$ cat config.mk
export PLATFORM = sky130hd
export DESIGN_NAME = rs232_echo_fifo_flat
export DESIGN_NICKNAME = d
export VERILOG_FILES = /design/src/rtl/rs232_echo_fifo_if.sv /design/src/rtl/rs232_echo_fifo.sv /design/src/flat_wrapper.sv
export SDC_FILE = /design/constraint.sdc
export NUM_CORES = 1
export LEC_CHECK = 0
export ABC_AREA = 1
export CAP_MARGIN = 20
export CORE_MARGIN = 5
export CORE_UTILIZATION = 57
export CTS_BUF_LIST = sky130_fd_sc_hd__clkbuf_8
export CTS_CLUSTER_DIAMETER = 150
export CTS_CLUSTER_SIZE = 8
export DETAILED_ROUTE_END_ITERATION = 10
export PLACE_DENSITY_LB_ADDON = 0.2
export SLEW_MARGIN = 15
export SYNTH_ARGS = -nofsm -noshare
export SYNTH_HDL_FRONTEND = slang
export SYNTH_SLANG_ARGS = --single-unit
$ cat constraint.sdc
create_clock -name avm_clk -period 2.4 [get_ports avm_clk]
set_input_delay 0.48 -clock avm_clk [delete_from_list [all_inputs] [get_ports avm_clk]]
set_output_delay 0.48 -clock avm_clk [all_outputs]
set_load 0.01 [all_outputs]
$ cat src/rtl/rs232_echo_fifo_if.sv
// Avalon-MM bus between the echo master and the UART core's slave port.
// Handshake: a transfer completes in any cycle where (avm_read | avm_write) = 1 and avm_waitrequest = 0; while avm_waitrequest = 1 the master holds address, strobes and writedata.
interface rs232_echo_fifo_if;
    logic [4:0]  avm_address;
    logic        avm_read;
    logic [31:0] avm_readdata;
    logic        avm_write;
    logic [31:0] avm_writedata;
    logic        avm_waitrequest;

    modport master (
        output avm_address, avm_read, avm_write, avm_writedata,
        input  avm_readdata, avm_waitrequest
    );

    modport slave (
        input  avm_address, avm_read, avm_write, avm_writedata,
        output avm_readdata, avm_waitrequest
    );
endinterface

$ cat src/rtl/rs232_echo_fifo.sv
// Polls the UART status, buffers RX characters in a circular FIFO and echoes them to TX.
// Optional RS232_UPPERCASE_EN: 8-bit lowercase ASCII is folded to uppercase on push.
module rs232_echo_fifo #(
    parameter int DATA_W    = 8,
    parameter int DEPTH     = 16,
    parameter int RX_OK_BIT = 7,
    parameter int TX_OK_BIT = 6
) (
    input  logic                     avm_clk,
    input  logic                     avm_rst,
    rs232_echo_fifo_if.master        avm,
    output logic [$clog2(DEPTH):0]   fifo_count,
    output logic [15:0]              tx_count,
    output logic [1:0]               o_dbg_state
);
    localparam int AW = $clog2(DEPTH);
    localparam int CW = AW + 1;
    localparam logic [4:0] ADDR_RX     = 5'd0;
    localparam logic [4:0] ADDR_TX     = 5'd4;
    localparam logic [4:0] ADDR_STATUS = 5'd8;

    typedef enum logic [1:0] {
        S_STATUS = 2'd0,
        S_RX     = 2'd1,
        S_TX     = 2'd2
    } state_t;

    state_t              r_state;
    logic                r_last_op;
    logic [AW-1:0]       r_wptr;
    logic [AW-1:0]       r_rptr;
    logic [CW-1:0]       r_count;
    logic [15:0]         r_tx_count;
    logic [DATA_W-1:0]   r_mem [DEPTH];
    logic [4:0]          r_address;
    logic                r_read;
    logic                r_write;
    logic [31:0]         r_writedata;

    logic                w_done;
    logic                w_full;
    logic                w_empty;
    logic                w_rx_ok;
    logic                w_tx_ok;
    logic                w_pick_tx;
    logic                w_push;
    logic [DATA_W-1:0]   w_rx_char;
    logic [DATA_W-1:0]   w_head;
    logic                w_unused_rd;

    function automatic logic [DATA_W-1:0] f_conv(input logic [DATA_W-1:0] d);
`ifdef RS232_UPPERCASE_EN
        logic [7:0] e;
        e = 8'(d);
        if (DATA_W == 8 && e >= 8'h61 && e <= 8'h7A)
            return DATA_W'(e - 8'h20);
        return d;
`else
        return d;
`endif
    endfunction

    assign w_done      = (r_read | r_write) && !avm.avm_waitrequest;
    assign w_full      = (r_count == CW'(DEPTH));
    assign w_empty     = (r_count == '0);
    assign w_rx_ok     = avm.avm_readdata[RX_OK_BIT] && !w_full;
    assign w_tx_ok     = avm.avm_readdata[TX_OK_BIT] && !w_empty;
    // When both sides are ready, serve the one not served last time.
    assign w_pick_tx   = w_tx_ok && (!w_rx_ok || !r_last_op);
    assign w_push      = !avm_rst && w_done && (r_state == S_RX);
    assign w_rx_char   = f_conv(avm.avm_readdata[DATA_W-1:0]);
    assign w_head      = r_mem[r_rptr];
    assign w_unused_rd = ^avm.avm_readdata;

    // Storage is not reset; flushing only clears the pointers and count.
    always_ff @(posedge avm_clk) begin
        if (w_push)
            r_mem[r_wptr] <= w_rx_char;
    end

    always_ff @(posedge avm_clk) begin
        if (avm_rst) begin
            r_state     <= S_STATUS;
            r_last_op   <= 1'b1;
            r_wptr      <= '0;
            r_rptr      <= '0;
            r_count     <= '0;
            r_tx_count  <= '0;
            r_address   <= ADDR_STATUS;
            r_read      <= 1'b1;
            r_write     <= 1'b0;
            r_writedata <= '0;
        end else if (w_done) begin
            case (r_state)
                S_STATUS: begin
                    if (w_pick_tx) begin
                        r_state     <= S_TX;
                        r_address   <= ADDR_TX;
                        r_read      <= 1'b0;
                        r_write     <= 1'b1;
                        r_writedata <= {{(32-DATA_W){1'b0}}, w_head};
                    end else if (w_rx_ok) begin
                        r_state   <= S_RX;
                        r_address <= ADDR_RX;
                    end
                end
                S_RX: begin
                    r_wptr    <= r_wptr + 1'b1;
                    r_count   <= r_count + 1'b1;
                    r_last_op <= 1'b0;
                    r_state   <= S_STATUS;
                    r_address <= ADDR_STATUS;
                end
                S_TX: begin
                    r_rptr     <= r_rptr + 1'b1;
                    r_count    <= r_count - 1'b1;
                    r_tx_count <= r_tx_count + 16'd1;
                    r_last_op  <= 1'b1;
                    r_state    <= S_STATUS;
                    r_address  <= ADDR_STATUS;
                    r_read     <= 1'b1;
                    r_write    <= 1'b0;
                end
                default: begin
                    r_state   <= S_STATUS;
                    r_address <= ADDR_STATUS;
                    r_read    <= 1'b1;
                    r_write   <= 1'b0;
                end
            endcase
        end
    end

    assign avm.avm_address   = r_address;
    assign avm.avm_read      = r_read;
    assign avm.avm_write     = r_write;
    assign avm.avm_writedata = r_writedata;
    assign fifo_count        = r_count;
    assign tx_count          = r_tx_count;
    assign o_dbg_state       = r_state;
endmodule

$ cat src/flat_wrapper.sv
// flat-port wrapper written by rule: the top's interface ports become plain ports
module rs232_echo_fifo_flat 
#(
    parameter int DATA_W    = 8,
    parameter int DEPTH     = 16,
    parameter int RX_OK_BIT = 7,
    parameter int TX_OK_BIT = 6
)
  (avm_clk, avm_rst, fifo_count, tx_count, o_dbg_state, avm_avm_address, avm_avm_read, avm_avm_write, avm_avm_writedata, avm_avm_readdata, avm_avm_waitrequest);
  rs232_echo_fifo_if avm_i ();
  input  logic avm_clk;
  input  logic avm_rst;
  output logic [$clog2(DEPTH):0] fifo_count;
  output logic [15:0] tx_count;
  output logic [1:0] o_dbg_state;
  output wire logic [$bits(avm_i.avm_address)-1:0] avm_avm_address;
  output wire logic [$bits(avm_i.avm_read)-1:0] avm_avm_read;
  output wire logic [$bits(avm_i.avm_write)-1:0] avm_avm_write;
  output wire logic [$bits(avm_i.avm_writedata)-1:0] avm_avm_writedata;
  input wire logic [$bits(avm_i.avm_readdata)-1:0] avm_avm_readdata;
  input wire logic [$bits(avm_i.avm_waitrequest)-1:0] avm_avm_waitrequest;
  assign avm_avm_address = avm_i.avm_address;
  assign avm_avm_read = avm_i.avm_read;
  assign avm_avm_write = avm_i.avm_write;
  assign avm_avm_writedata = avm_i.avm_writedata;
  assign avm_i.avm_readdata = avm_avm_readdata;
  assign avm_i.avm_waitrequest = avm_avm_waitrequest;
  rs232_echo_fifo #(.DATA_W(DATA_W), .DEPTH(DEPTH), .RX_OK_BIT(RX_OK_BIT), .TX_OK_BIT(TX_OK_BIT)) u_core (.avm_clk(avm_clk), .avm_rst(avm_rst), .avm(avm_i), .fifo_count(fifo_count), .tx_count(tx_count), .o_dbg_state(o_dbg_state));
endmodule
==> out/summary.txt, run 1 <==
Floorplan row count = 42
Area of the multi-input gates = 2372 um^2
Final setup violation count = 0
Avg WL per Cell = 16.66 um
DRC Markers = 0
Share of synthesized registers carrying an async set or reset = 0%
Post-synth top area share = 50.65%
Fraction of layout cells with a size suffix above 1 = 10.60%
Worst slack, placed = -0.03093 ns
Area Growth Syn to Fin = 13.50%
Ordered cell list for the critical path = inv_1 -> ha_1 -> inv_1 -> nor2_1 -> inv_1 -> nor2_1 -> nand2_1 -> nor2_1 -> buf_4
Number of search-and-repair iterations in the first detailed-routing pass = 4
Unrepaired setup endpoints after global routing = false
Number of register bits inferred by synthesis = 171
Top achievable clock speed = 0.4817 GHz
Worst Tran Pin Value = 0.6906 ns
Power density over the cells = 644.7 nW/um^2
Cell type with the highest aggregate area in the netlist = sky130_fd_sc_hd__edfxtp_1
Slowest stage cell on the critical path = sky130_fd_sc_hd__dfxtp_1
Detailed-placement wirelength estimate = 11940 um
Vias in the first global route = 5321
Root Buffer Master = sky130_fd_sc_hd__clkbuf_8
Crit Path Max Fanout = 8
Clock input transition at the sequential cells of the worst setup and hold paths = 0.09 ns
Status = finished, final reports clean
Via-per-instance ratio = 5.429
Number of clock buffers inserted by TritonCTS = 17
Setup bufs post-CTS = 0
Met2 global-route usage = 37.55%
Number of synthesized flops with an enable pin = 128
Placement Cell Area = 8240 um^2
Type of the worst min-delay path = register to register
Leading cell types in the layout, fill and taps excluded = sky130_fd_sc_hd__nor2_1 (157), sky130_fd_sc_hd__edfxtp_1 (128), sky130_fd_sc_hd__nand2_1 (85)
Latest clock arrival within the worst-skew pair = 0.46 ns
Layer with the highest usage after global routing = met2
GR Layer Usage met3 = 4.648%
Final Routed Wirelength = 16760 um
Count of input and output buffers = 45
Global-route congestion overflow total = 0
Worst clock skew on the final layout = 0.01144 ns
Layout Cell Area excl Fill = 8613 um^2
Required @ worst endpoint = 2.58 ns
Dominant register cell in the synthesized netlist = sky130_fd_sc_hd__edfxtp_1
Clock Sinks = 171
Most frequent standard cell in the layout excluding fill and tap cells = sky130_fd_sc_hd__nor2_1
Weighted congestion reported at the end of routability-driven placement = 0.9006
FF+latch area = 4706 um^2
I/O pin count = 97
Total number of yosys warnings = 0
Routed via count = 5462
Count of hold buffers inserted by post-cts repair = 0
Number of maximum-capacitance violations = 0
Number of H-tree branching levels = 4
Final period util = 86.50%
Leakage power total = 3.144 nW
Tot GR Track Use = 21.53%
Vert. Die Dim = 125.4 um
Initial core utilization = 57.76%
Buffers & Inverters on Critical Path = 4
Element type at the critical path end = register
Remaining number of nets flagged by the antenna check after routing = 0
Total of cells resized after clock tree synthesis = 0
Post-Syn Instances = 748
Area inside the core boundary = 13140 um^2
Start-to-end type of the worst setup path = register to register
Filler Cell Count = 1035
Combined area of all synthesized cells = 7589 um^2
Maximum number of pins on one net before global-route repair = 47
Layout net count = 865
CTS tree = built
Crit path arrival time = 2.25 ns
Full die area = 15720 um^2
Maximum VDD drop = 0.5312 mV
Sequential fraction of the synthesis area = 62.00%
Count of inserted antenna diode cells = 0
Routing usage on met1 = 26.00%
Largest cells by area after synthesis = sky130_fd_sc_hd__edfxtp_1 (51%), sky130_fd_sc_hd__dfxtp_1 (11%), sky130_fd_sc_hd__nor2_1 (7.8%)
Global-route wire length before repair = 26330 um
Critical path's largest stage delay = 0.36 ns
DRC marker count from the first detailed-route iteration = 462
Final worst-path setup slack = 0.3239 ns
Final critical-path required period = 2.076 ns
Max-slew violations = 0
Average instance area after synthesis = 10.15 um^2
Distinct cell type count of the synthesized netlist = 37
Number of antenna violations at the first check in global routing = 0
Maximum clock path buffer count = 2
Hold violation count in the final report = 0
Crit-path leading delay family = simple AND/OR/NAND/NOR gates
Max_slew headroom = 53.89%
Kind of start point of the critical path = register
X dimension of the die = 125.4 um
[worst min-delay path: stages, from the launching register on]
cell and delay (ns):
sky130_fd_sc_hd__dfxtp_1 0.34, sky130_fd_sc_hd__nand2_1 0.06, sky130_fd_sc_hd__nand3_1 0.05
[cell families after synthesis]
family	after synthesis	share of synthesized area (%)
other cells	1	0.04942
xor+xnor	5	0.5771
simple gates	318	17.81
flops	171	62.00
fa+ha+maj	13	2.242
compound gates	130	9.299
buf+inv	110	8.030
[through the flow]
step | util (%) | std cells | hold WS, ns | total power, mW | setup TNS (ns)
after global placement | 62.72 | 974 | 0.4613 | 3.712 | -0.9379
after CTS | 65.56 | 1006 | 0.4809 | 5.589 | 0
final | 65.56 | 1006 | 0.4760 | 5.553 | 0
after floorplan | - | 774 | 0.4468 | 3.574 | 0
after detailed placement | 62.72 | 974 | 0.4592 | 3.730 | -1.431
after global routing | 65.56 | 1006 | 0.5056 | 5.748 | 0
[path summary, 6_finish.rpt]
kind / slack, ns / depth (start not counted) / end / startpoint
worst max-delay path: 0.32 / 9 / u_core.r_mem[1][6] / u_core.avm.avm_address[2]
worst min-delay path: 0.48 / 2 / u_core.avm.avm_address[3] / u_core.avm.avm_address[3]
worst max register to register: 0.32 / 9 / u_core.r_mem[1][6] / u_core.avm.avm_address[2]
worst min register to register: 0.48 / 2 / u_core.avm.avm_address[3] / u_core.avm.avm_address[3]
[metal layers]
layer / vias up / part of all wire (%)
li1: 2629 / -
met1: 2599 / 41
met2: 196 / 50
met3: 38 / 6.2
met4: 0 / 2.9
met5: - / 0
[registers in the layout (all words and copies together), names as in the netlist]
| signal | cells |
|---|---|
| u_core.fifo_count | 5 |
| u_core.avm.avm_address | 2 |
| u_core.o_dbg_state | 1 |
| u_core.tx_count | 16 |
| u_core.r_last_op | 1 |
| u_core.avm.avm_write | 1 |
| u_core.avm.avm_read | 1 |
| u_core.r_wptr | 4 |
| u_core.avm.avm_writedata | 8 |
| u_core.r_rptr | 4 |
| u_core.r_mem | 128 |
[report_power, final]
group          internal (mW)  switching, mW  leakage, nW
sequential              3.20         0.0313         1.50
combinational          0.159          0.267         1.46
clock                  0.834           1.06        0.189
[cell usage after synthesis, types with 4 or more instances]
library cell / n
sky130_fd_sc_hd__a21oi_1: 30
sky130_fd_sc_hd__buf_2: 10
sky130_fd_sc_hd__buf_4: 32
sky130_fd_sc_hd__buf_6: 8
sky130_fd_sc_hd__clkbuf_1: 7
sky130_fd_sc_hd__dfxtp_1: 43
sky130_fd_sc_hd__edfxtp_1: 128
sky130_fd_sc_hd__ha_1: 12
sky130_fd_sc_hd__inv_1: 44
sky130_fd_sc_hd__inv_2: 4
sky130_fd_sc_hd__nand2_1: 85
sky130_fd_sc_hd__nand3_1: 44
sky130_fd_sc_hd__nand4_1: 6
sky130_fd_sc_hd__nor2_1: 157
sky130_fd_sc_hd__nor2_2: 6
sky130_fd_sc_hd__nor3_1: 11
sky130_fd_sc_hd__o211ai_1: 17
sky130_fd_sc_hd__o21ai_0: 56
sky130_fd_sc_hd__o21ai_1: 23
sky130_fd_sc_hd__xor2_1: 5
[layout make-up]
type / instances / area share [%]
timing repair buffer: 83 / 8.687
tap: 176 / 2.557
multi-input combinational: 493 / 27.54
clock buffer: 17 / 2.716
inverter: 51 / 2.252
sequential: 171 / 54.63
clock inverter: 15 / 1.612
(Power assumes the default switching activity.)
==> run 2: changes to the inputs <==
--- a/config.mk
+++ b/config.mk
@@ -6,7 +6,8 @@
 export NUM_CORES = 1
 export LEC_CHECK = 0
 export ABC_AREA = 1
-export CAP_MARGIN = 20
+export ABC_CLOCK_PERIOD_IN_PS = 2400
+export CAP_MARGIN = 10
 export CORE_MARGIN = 5
 export CORE_UTILIZATION = 57
 export CTS_BUF_LIST = sky130_fd_sc_hd__clkbuf_8
==> results of run 2 <==
Final layout, timing and power as in run 1 (identical DEF).
==> run 3: changes to the inputs <==
--- a/config.mk
+++ b/config.mk
@@ -19,3 +19,4 @@
 export SYNTH_ARGS = -nofsm -noshare
 export SYNTH_HDL_FRONTEND = slang
 export SYNTH_SLANG_ARGS = --single-unit
+export TNS_END_PERCENT = 50
==> results of run 3 <==
Final layout, timing and power as in run 1 (identical DEF).
